**src/rtl/stream_ext_pkg.sv**
```systemverilog
// stream_extremum shared types and compare helpers.
// Values are left-aligned to CMP_W bits so one compare serves any D_W <= 64.
package stream_ext_pkg;

  typedef enum logic {
    MODE_MAX = 1'b0,
    MODE_MIN = 1'b1
  } mode_e;

  localparam int CMP_W = 64;

  function automatic int idx_w(input int cnt_w, input int n_lanes);
    return cnt_w + $clog2(n_lanes);
  endfunction

  function automatic int lane_w(input int n_lanes);
    return (n_lanes > 1) ? $clog2(n_lanes) : 1;
  endfunction

  // Shifting the sample up puts its sign bit at the MSB; the
  // zero-filled low bits do not change the ordering.
  function automatic logic [CMP_W-1:0] align(
    input logic [CMP_W-1:0] v,
    input int               w
  );
    return v << (CMP_W - w);
  endfunction

  // Strict: equal values are never better.
  function automatic logic is_better(
    input logic [CMP_W-1:0] a,
    input logic [CMP_W-1:0] b,
    input mode_e            mode,
    input logic             signed_cmp
  );
    logic gt;
    logic lt;
    if (signed_cmp) begin
      gt = $signed(a) > $signed(b);
      lt = $signed(a) < $signed(b);
    end else begin
      gt = a > b;
      lt = a < b;
    end
    return (mode == MODE_MAX) ? gt : lt;
  endfunction

endpackage

```
**src/rtl/stream_ext_lane_reduce.sv**
```systemverilog
// One-beat lane reduction: best value and lowest winning lane.
// Ports: data (N_LANES packed samples), mode, best, lane.
module stream_ext_lane_reduce
  import stream_ext_pkg::*;
#(
  parameter int D_W     = 32,
  parameter int N_LANES = 4,
  parameter bit SIGNED  = 1'b1,
  parameter int LW      = 2
) (
  input  logic [N_LANES*D_W-1:0] data,
  input  mode_e                  mode,
  output logic [D_W-1:0]         best,
  output logic [LW-1:0]          lane
);

  logic [D_W-1:0] v [N_LANES];
  logic [LW-1:0]  l [N_LANES];

  // In-place pairwise tree: slot j of each level takes the better of
  // slots 2j (lower lanes) and 2j+1, keeping the left one on ties.
  always_comb begin
    for (int k = 0; k < N_LANES; k++) begin
      v[k] = data[k*D_W +: D_W];
      l[k] = LW'(k);
    end
    for (int w = N_LANES / 2; w >= 1; w = w / 2) begin
      for (int j = 0; j < w; j++) begin
        if (is_better(align(CMP_W'(v[2*j+1]), D_W),
                      align(CMP_W'(v[2*j]), D_W),
                      mode, SIGNED)) begin
          v[j] = v[2*j+1];
          l[j] = l[2*j+1];
        end else begin
          v[j] = v[2*j];
          l[j] = l[2*j];
        end
      end
    end
    best = v[0];
    lane = l[0];
  end

endmodule

```
**src/rtl/stream_extremum.sv**
```systemverilog
// Frame-level max/min over a valid/ready stream, one result per frame.
// Ports: clk, rst, mode, s_valid/s_ready/s_data/s_last, m_valid/m_ready/m_value/m_index/m_count/m_ovf.
module stream_extremum
  import stream_ext_pkg::*;
#(
  parameter  int D_W     = 32,
  parameter  int N_LANES = 4,
  parameter  bit SIGNED  = 1'b1,
  parameter  int CNT_W   = 16,
  localparam int IDX_W   = idx_w(CNT_W, N_LANES)
) (
  input  logic                   clk,
  input  logic                   rst,
  input  logic                   mode,
  input  logic                   s_valid,
  output logic                   s_ready,
  input  logic [N_LANES*D_W-1:0] s_data,
  input  logic                   s_last,
  output logic                   m_valid,
  input  logic                   m_ready,
  output logic [D_W-1:0]         m_value,
  output logic [IDX_W-1:0]       m_index,
  output logic [CNT_W-1:0]       m_count,
  output logic                   m_ovf
);

  localparam int LOG = $clog2(N_LANES);
  localparam int LW  = lane_w(N_LANES);
  localparam logic [CNT_W-1:0] CNT_MAX = '1;

  typedef enum logic {
    ST_EMPTY,
    ST_ACCUM
  } state_e;

  state_e           state;
  logic [D_W-1:0]   acc_value;
  logic [IDX_W-1:0] acc_index;
  mode_e            acc_mode;
  logic [CNT_W-1:0] acc_cnt;
  logic             acc_ovf;

  mode_e            beat_mode;
  logic [D_W-1:0]   beat_best;
  logic [LW-1:0]    beat_lane;
  logic [CNT_W-1:0] beat_num;
  logic [IDX_W-1:0] beat_index;

  logic [D_W-1:0]   nxt_value;
  logic [IDX_W-1:0] nxt_index;
  logic [CNT_W-1:0] nxt_cnt;
  logic             nxt_ovf;
  logic             accept;

  assign s_ready = !m_valid || m_ready;
  assign accept  = s_valid && s_ready;

  // Mode is only taken from the port on a frame's first beat.
  assign beat_mode = (state == ST_EMPTY) ? mode_e'(mode) : acc_mode;
  assign beat_num  = (state == ST_EMPTY) ? '0 : acc_cnt;
  assign beat_index = (IDX_W'(beat_num) << LOG) | IDX_W'(beat_lane);

  stream_ext_lane_reduce #(
    .D_W     (D_W),
    .N_LANES (N_LANES),
    .SIGNED  (SIGNED),
    .LW      (LW)
  ) u_reduce (
    .data (s_data),
    .mode (beat_mode),
    .best (beat_best),
    .lane (beat_lane)
  );

  always_comb begin
    nxt_value = beat_best;
    nxt_index = beat_index;
    nxt_cnt   = CNT_W'(1);
    nxt_ovf   = 1'b0;
    if (state == ST_ACCUM) begin
      if (!is_better(align(CMP_W'(beat_best), D_W),
                     align(CMP_W'(acc_value), D_W),
                     acc_mode, SIGNED)) begin
        nxt_value = acc_value;
        nxt_index = acc_index;
      end
      nxt_cnt = (acc_cnt == CNT_MAX) ? acc_cnt : acc_cnt + CNT_W'(1);
      nxt_ovf = acc_ovf | (acc_cnt == CNT_MAX);
    end
  end

  always_ff @(posedge clk) begin
    if (rst) begin
      state     <= ST_EMPTY;
      acc_value <= '0;
      acc_index <= '0;
      acc_mode  <= MODE_MAX;
      acc_cnt   <= '0;
      acc_ovf   <= 1'b0;
      m_valid   <= 1'b0;
      m_value   <= '0;
      m_index   <= '0;
      m_count   <= '0;
      m_ovf     <= 1'b0;
    end else begin
      if (m_valid && m_ready) begin
        m_valid <= 1'b0;
      end
      if (accept) begin
        if (s_last) begin
          // Overrides the pop above: drain and reload in one cycle.
          m_valid <= 1'b1;
          m_value <= nxt_value;
          m_index <= nxt_index;
          m_count <= nxt_cnt;
          m_ovf   <= nxt_ovf;
          state   <= ST_EMPTY;
        end else begin
          acc_value <= nxt_value;
          acc_index <= nxt_index;
          acc_mode  <= beat_mode;
          acc_cnt   <= nxt_cnt;
          acc_ovf   <= nxt_ovf;
          state     <= ST_ACCUM;
        end
      end
    end
  end

endmodule

```
**config.mk**
```make
export PLATFORM = sky130hd
export DESIGN_NAME = stream_extremum
export DESIGN_NICKNAME = d
export VERILOG_FILES = /design/src/rtl/stream_ext_pkg.sv /design/src/rtl/stream_ext_lane_reduce.sv /design/src/rtl/stream_extremum.sv
export SDC_FILE = /design/constraint.sdc
export NUM_CORES = 1
export LEC_CHECK = 0
export BUFFER_PORTS_ARGS = -buffer_cell sky130_fd_sc_hd__buf_2
export CAP_MARGIN = 25
export CORE_UTILIZATION = 25
export DETAILED_ROUTE_END_ITERATION = 8
export PLACE_DENSITY = 0.4
export SLEW_MARGIN = 40
export SYNTH_ARGS = -nofsm -noshare
export SYNTH_HDL_FRONTEND = slang
export SYNTH_SLANG_ARGS = --single-unit
```
**constraint.sdc**
```tcl
create_clock -name clk -period 6.64 [get_ports clk]
set_clock_uncertainty 0.1 [all_clocks]
set_input_delay 0 -clock clk [delete_from_list [all_inputs] [get_ports clk]]
set_output_delay 0 -clock clk [all_outputs]
set_load 0.01 [all_outputs]
```
# Yosys cells after proc, flatten, opt, wreduce, memory -nomap -nowiden

Cells that the tools add are included.

Flip-flop bits (word level): 137
Logic and storage cells: 55
Input port bits: 134

Add/subtract/negate cells: 1
Bitwise gates (word level): 3
Equality and inequality tests: 1
Mux-type cells: 25
$lt $le $gt $ge: 8
Reduce and logical (&&, ||, !) cells: 6

Operators with widths:

| cell                                                            | number |
|---|---|
| 64-bit > comparator                                             | 4 |
| 64-bit < comparator                                             | 4 |
| 32-bit 2-to-1 mux                                               | 5 |
| 16-bit 2-to-1 mux                                               | 3 |
| 18-bit 2-to-1 mux                                               | 2 |
| 18-bit by 2-bit bitwise OR with 18-bit output                   | 1 |
| 16-bit by 1-bit adder with 16-bit output, second input constant | 1 |
| 16-bit == test, second input constant                           | 1 |
| 1-bit 2-to-1 mux                                                | 14 |
| 2-bit AND reduction                                             | 2 |
| 1-bit logical AND                                               | 2 |
| 2-bit 2-to-1 mux                                                | 1 |
| 1-bit zero test                                                 | 1 |
| 1-bit logical OR                                                | 1 |
| 1-bit inverter                                                  | 1 |
| 1-bit bitwise OR                                                | 1 |

# Longest topological paths before layout

Depth in word-level cells: 11
Gate-level depth with buffers: 34
Gate-level depth less buffers: 30

# Hierarchy

A second synthesis with hierarchy kept.

Cell total of the unflattened synthesis: 1361
Area, all modules: 11098.1 µm²

Modules (own cells, without submodules):

| module                 | sequential area each (µm²) | times used | area each (µm²) | cells each |
|---|---|---|---|---|
| stream_extremum        | 2742.6                     | 1          | 7507.2          | 902 |
| stream_ext_lane_reduce | 0.0                        | 1          | 3590.9          | 459 |

# Least setup slack after synthesis

OpenSTA, ideal clock, no wires.

Path kind: input port to flip-flop
From: in s_data[14]
To: reg acc_value[3]
Setup slack: -643 ps
Arrival time: 7062 ps
Setup time: 121 ps
Cell stages on the path: 32
Path through: inv_1 ha_1 a21oi_1 nand2_1 a221o_1 o31a_1 or4_1 nand4_4 buf_8 mux2i_1 ha_1 a21oi_1 nor2_1 a2111oi_0 o211ai_1 a211oi_1 o211a_1 clkbuf_1 clkbuf_1 a21o_1 inv_1 ha_1 a31oi_1 o21ai_0 a211o_1 o211a_1 a31oi_1 mux2i_2 nand2_1 nand3_1 clkbuf_1 a2bb2o_1

Longest elaborated chain between the ends: 11

Ends and longest elaborated chain:

| what                                                       | line                                       | RTL |
|---|---|---|
| from (decl)                                                | stream_extremum.sv:17                      | `input logic [N_LANES*D_W-1:0] s_data,` |
| 64-bit > comparator or 64-bit < comparator (tied branches) | stream_ext_pkg.sv:39, stream_ext_pkg.sv:40 |  |
| 1-bit 2-to-1 mux                                           | stream_ext_pkg.sv:45                       | `return (mode == MODE_MAX) ? gt : lt;` |
| 32-bit 2-to-1 mux *                                        | stream_ext_lane_reduce.sv:29               | `if (is_better(align(CMP_W'(v[2*j+1]), D_W),` |
| 64-bit > comparator or 64-bit < comparator (tied branches) | stream_ext_pkg.sv:39, stream_ext_pkg.sv:40 |  |
| 1-bit 2-to-1 mux                                           | stream_ext_pkg.sv:45                       |  |
| 32-bit 2-to-1 mux *                                        | stream_ext_lane_reduce.sv:29               |  |
| 64-bit > comparator or 64-bit < comparator (tied branches) | stream_ext_pkg.sv:39, stream_ext_pkg.sv:40 |  |
| 1-bit 2-to-1 mux                                           | stream_extremum.sv:80                      | `if (state == ST_ACCUM) begin` |
| 1-bit 2-to-1 mux                                           | stream_ext_pkg.sv:45                       |  |
| 32-bit 2-to-1 mux                                          | stream_extremum.sv:81                      | `if (!is_better(align(CMP_W'(beat_best), D_W),` |
| 32-bit 2-to-1 mux *                                        | stream_extremum.sv:80                      |  |
| to (signal assigned)                                       | stream_extremum.sv:119                     | `acc_value <= nxt_value;` |
| to (decl)                                                  | stream_extremum.sv:37                      | `logic [D_W-1:0] acc_value;` |

Every way passes the cells marked *; elsewhere a longest branch is shown, timed or not. The select of a mux whose other input is x is not followed.
A chain may end at the register's enable or synchronous reset.

# Final worst setup path

From: in s_data[39]
To: reg m_index[14]

Longest elaborated chain between the ends: 11

Ends and longest elaborated chain:

| what                                                       | line                                       | RTL |
|---|---|---|
| 64-bit > comparator or 64-bit < comparator (tied branches) | stream_ext_pkg.sv:39, stream_ext_pkg.sv:40 |  |
| 1-bit 2-to-1 mux                                           | stream_ext_pkg.sv:45                       |  |
| 32-bit 2-to-1 mux *                                        | stream_ext_lane_reduce.sv:29               |  |
| 64-bit > comparator or 64-bit < comparator (tied branches) | stream_ext_pkg.sv:39, stream_ext_pkg.sv:40 |  |
| 1-bit 2-to-1 mux                                           | stream_ext_pkg.sv:45                       |  |
| 32-bit 2-to-1 mux *                                        | stream_ext_lane_reduce.sv:29               |  |
| 64-bit > comparator or 64-bit < comparator (tied branches) | stream_ext_pkg.sv:39, stream_ext_pkg.sv:40 |  |
| 1-bit 2-to-1 mux                                           | stream_extremum.sv:80                      |  |
| 1-bit 2-to-1 mux *                                         | stream_ext_pkg.sv:45                       |  |
| 18-bit 2-to-1 mux *                                        | stream_extremum.sv:81                      |  |
| 18-bit 2-to-1 mux *                                        | stream_extremum.sv:80                      |  |
| to (signal assigned)                                       | stream_extremum.sv:114                     | `m_index <= nxt_index;` |
| to (decl)                                                  | stream_extremum.sv:22                      | `output logic [IDX_W-1:0] m_index,` |

Marks and branches as above.

==> impl_results.md <==
- Status: finished, violations left
- Failing checks: negative setup slack
- Synth async-reset ratio: 0%
- I/O Buffers: 202
- Htree depth: 4
- Fin nets: 2412
- Pwr Density: 257 nW/um^2
- Worst hold stages: 2
- RR Endpoint: m_index[14]
- Final setup violating endpoints: 96
- Crit. End Element: register
- Max stage delay on crit path: 0.52 ns
- Reg2reg path depth: 32
- Lkg Pwr: 8.70 nW
- N_diodes: 0
- Initial Util: 25.6%
- DIE AREA: 50100 um^2
- Most used flip-flop cell after synthesis: dfxtp_1
- Peak VDD IR: 0.148 mV
- TritonCTS buffer count: 17
- Mean cell area of the mapped netlist: 7.61 um^2
- Pin count of the biggest net entering global routing: 258
- Slowest-stage cell, CP: or4b_4
- #FFs+latches synth: 137
- Clock-pin slew on the worst setup and hold paths: 0.06 ns
- Worst R2R Setup Slack: -0.10 ns
- Chip Width: 224 um
- Root buffer cell: clkbuf_16
- Crit-path most repeated cell: buf_12
- Synth-to-layout area growth: 61.6%
- Synthesized net count: 1880
- Worst skew pair latency: 0.44 ns
- DR pass1 iterations: 7
- TritonCTS Sinks: 137
- Die H: 224 um
- Post-layout minimum cycle time: 6.82 ns
- Synth top area cells: dfxtp_1 22%, ha_1 13%, a41oi_1 6.8%, nand3_1 6.3%, inv_1 4.1%
- CP Launch Type: input pin
- RSZ-0062 raised after global routing: true
- Final WS setup: -0.181 ns
- Cells after Synth: 1617
- Worst relative slew slack: 42.6%
- Final GP Congestion: 0.827
- Net switching power: 1.92 mW
- Clock buffer depth: 2
- Worst Hold End: acc_cnt[3]
- Clock share of power: 19.4%
- Sw Ratio: 37.6%
- WS Path Type: in -> reg
- Number of flops mapped to enable cells by yosys: 0
- Final Hold Vio Count: 0
- # rows: 80
- Register area share after synthesis: 22.3%
- Comb power frac: 62.0%
- Post-DP HPWL: 37000 um
- CP Max Fanout: 8
- Vias: 14300
- WP data required: 6.82 ns
- Internal power: 3.18 mW
- Worst-margin pin slew: 0.861 ns
- Tot GR Track Use: 20.3%
- Vias per cell: 5.08
- Synthesized cell area: 12300 um^2
- DR WL/cell: 18.5 um
- First-pass GRT wire length: 79300 um
- Core footprint: 48100 um^2
- Total grt overflow: 0
- Core Util, Final: 41.3%
- Final count of pins violating max slew: 0
- Hold Path Class: in -> reg
- Share of layout cells above drive strength 1: 44.7%
- Post-route ant nets: 0
- Most area-hungry cell type in the Yosys netlist: dfxtp_1
- WHS: 0.0565 ns
- Crit share post-route: 103%
- TritonCTS clock tree: built
- Drt drc: 0
- Critical Path AT: 7.01 ns
- I/O pins: 203
- Maxcap violations: 0
- Initial antenna violation count: 0
- Sequential power share: 18.5%
- Vias in the first global route: 14000
- Fmax: 147 MHz
- Synthesis Warnings: 0
- 1st-iter DRT viols: 724
- Library cells used by synthesis: 61
- Final wirelength: 52000 um
- R2R Path Start: state
- Hold path startpoint: rst
- Share of the synthesized area in the top cell type: 22.3%
==> metrics by stage <==
step / total power [mW] / setup slack (ns) / instances / TNS [ns] / cell area (um^2)
final: 5.11 / -0.181 / 2817 / -10.01 / 19900
after detailed placement: 3.21 / -1.30 / 2729 / -124.81 / 16800
after global placement: 3.20 / -1.24 / 2729 / -118.88 / 16800
after global routing: 5.44 / -0.434 / 2817 / -35.65 / 19900
after CTS: 4.82 / -0.122 / 2804 / -4.15 / 18800
after floorplan: 2.19 / 0.00762 / 1617 / 0 / 12400
==> cells in the mapped netlist, drive strengths merged (7+ instances only) <==
cell type and n:
or2 34, a21oi 82, nor2 38, mux2i 39, a31oi 8, a41oi 95, inv 136, xor2 7
nand2 132, a211oi 12, ha 129, a2bb2o 31, buf 12, nand3b 66, nand4 29, nor3 39
a21o 40, dfxtp 137, nor4 7, and3 35, o22ai 34, or3 66, mux2 18, clkbuf 119
nand3 154, o21ai 52
==> worst max path at each step <==
stage | startpoint | endpoint | slack [ns]
after floorplan | s_data[5] | m_index[10] | 0.008
after global routing | s_data[7] | m_index[8] | -0.43
final | s_data[39] | m_index[14] | -0.18
after global placement | s_data[86] | m_index[9] | -1.24
after CTS | s_data[14] | m_index[12] | -0.12
after detailed placement | s_data[86] | m_index[14] | -1.30
==> cell type report <==
cell class | instances | area (um^2)
multi-input combinational | 1213 | 10300
fill | 4914 | 28300
sequential | 137 | 2750
clock buffer | 22 | 464
tap | 656 | 821
clock inverter | 9 | 139
timing repair buffer | 644 | 4910
inverter | 136 | 515
==> sequential cells by signal, indices dropped and copies added, names as in the netlist <==
| name | flops |
|---|---|
| acc_value | 32 |
| m_value | 32 |
| acc_index | 18 |
| m_index | 18 |
| acc_cnt | 16 |
| m_count | 16 |
| acc_mode | 1 |
| acc_ovf | 1 |
| m_ovf | 1 |
| m_valid | 1 |
| state | 1 |
==> critical path, delay by kind of cell <==
kind / cells / cell delay, ns
and+or+nand+nor: 6 / 1.45
buffers and inverters: 10 / 1.37
AOI/OAI and AO/OA: 14 / 2.56
adders and majority gates: 3 / 0.75
muxes: 3 / 0.84
==> power by group through the flow <==
stage               Clock, mW  Combinational, mW  Sequential, mW
finish                  0.993               3.17           0.947
CTS                      1.02               2.86           0.941
detailed placement          0               2.26           0.957
global placement            0               2.25           0.957
floorplan                   0               1.24           0.952
global route             1.05               3.43           0.956
==> cell families (layout without fill, tap and decap cells) <==
group / count (synthesis) / count (layout) / share of synthesized area, %
AOI/OAI and AO/OA: 394 / 394 / 23.3
muxes: 57 / 57 / 4.85
and+or+nand+nor: 621 / 621 / 27.1
DFF: 137 / 137 / 22.3
adders and majority gates: 129 / 129 / 13.1
xor gates and xnor gates: 12 / 12 / 0.854
buffers and inverters: 267 / 811 / 8.43
==> cell usage in the layout (no fill, tap or decap), types with 65 or more instances in the layout <==
cell type / Yosys / final
a21oi_1: 82 / 65
buf_4: 0 / 394
dfxtp_1: 137 / 136
nand2_1: 132 / 114
a41oi_1: 95 / 77
nand3_1: 154 / 150
inv_1: 136 / 113
or3_1: 66 / 66
buf_2: 1 / 191
nand3b_1: 66 / 66
ha_1: 129 / 91
==> per-layer routing <==
metal	vias to the layer above	wire length, um	GRT usage (%)
li1	7073	-	-
met1	6888	24000	26.5
met2	290	25300	35.1
met3	47	1730	2.65
met4	0	907	4.79
met5	-	0	0
==> repair_timing <==
item                       CTS  global route
gates resized for setup    170           176
buffers inserted            33            16
hold buffers                 3             0
pin swaps                   25            77
setup endpoints to repair  100           100
hold endpoints to repair     3             0
gates cloned                 9             2
Note: power is estimated with default switching activity, not from simulation.
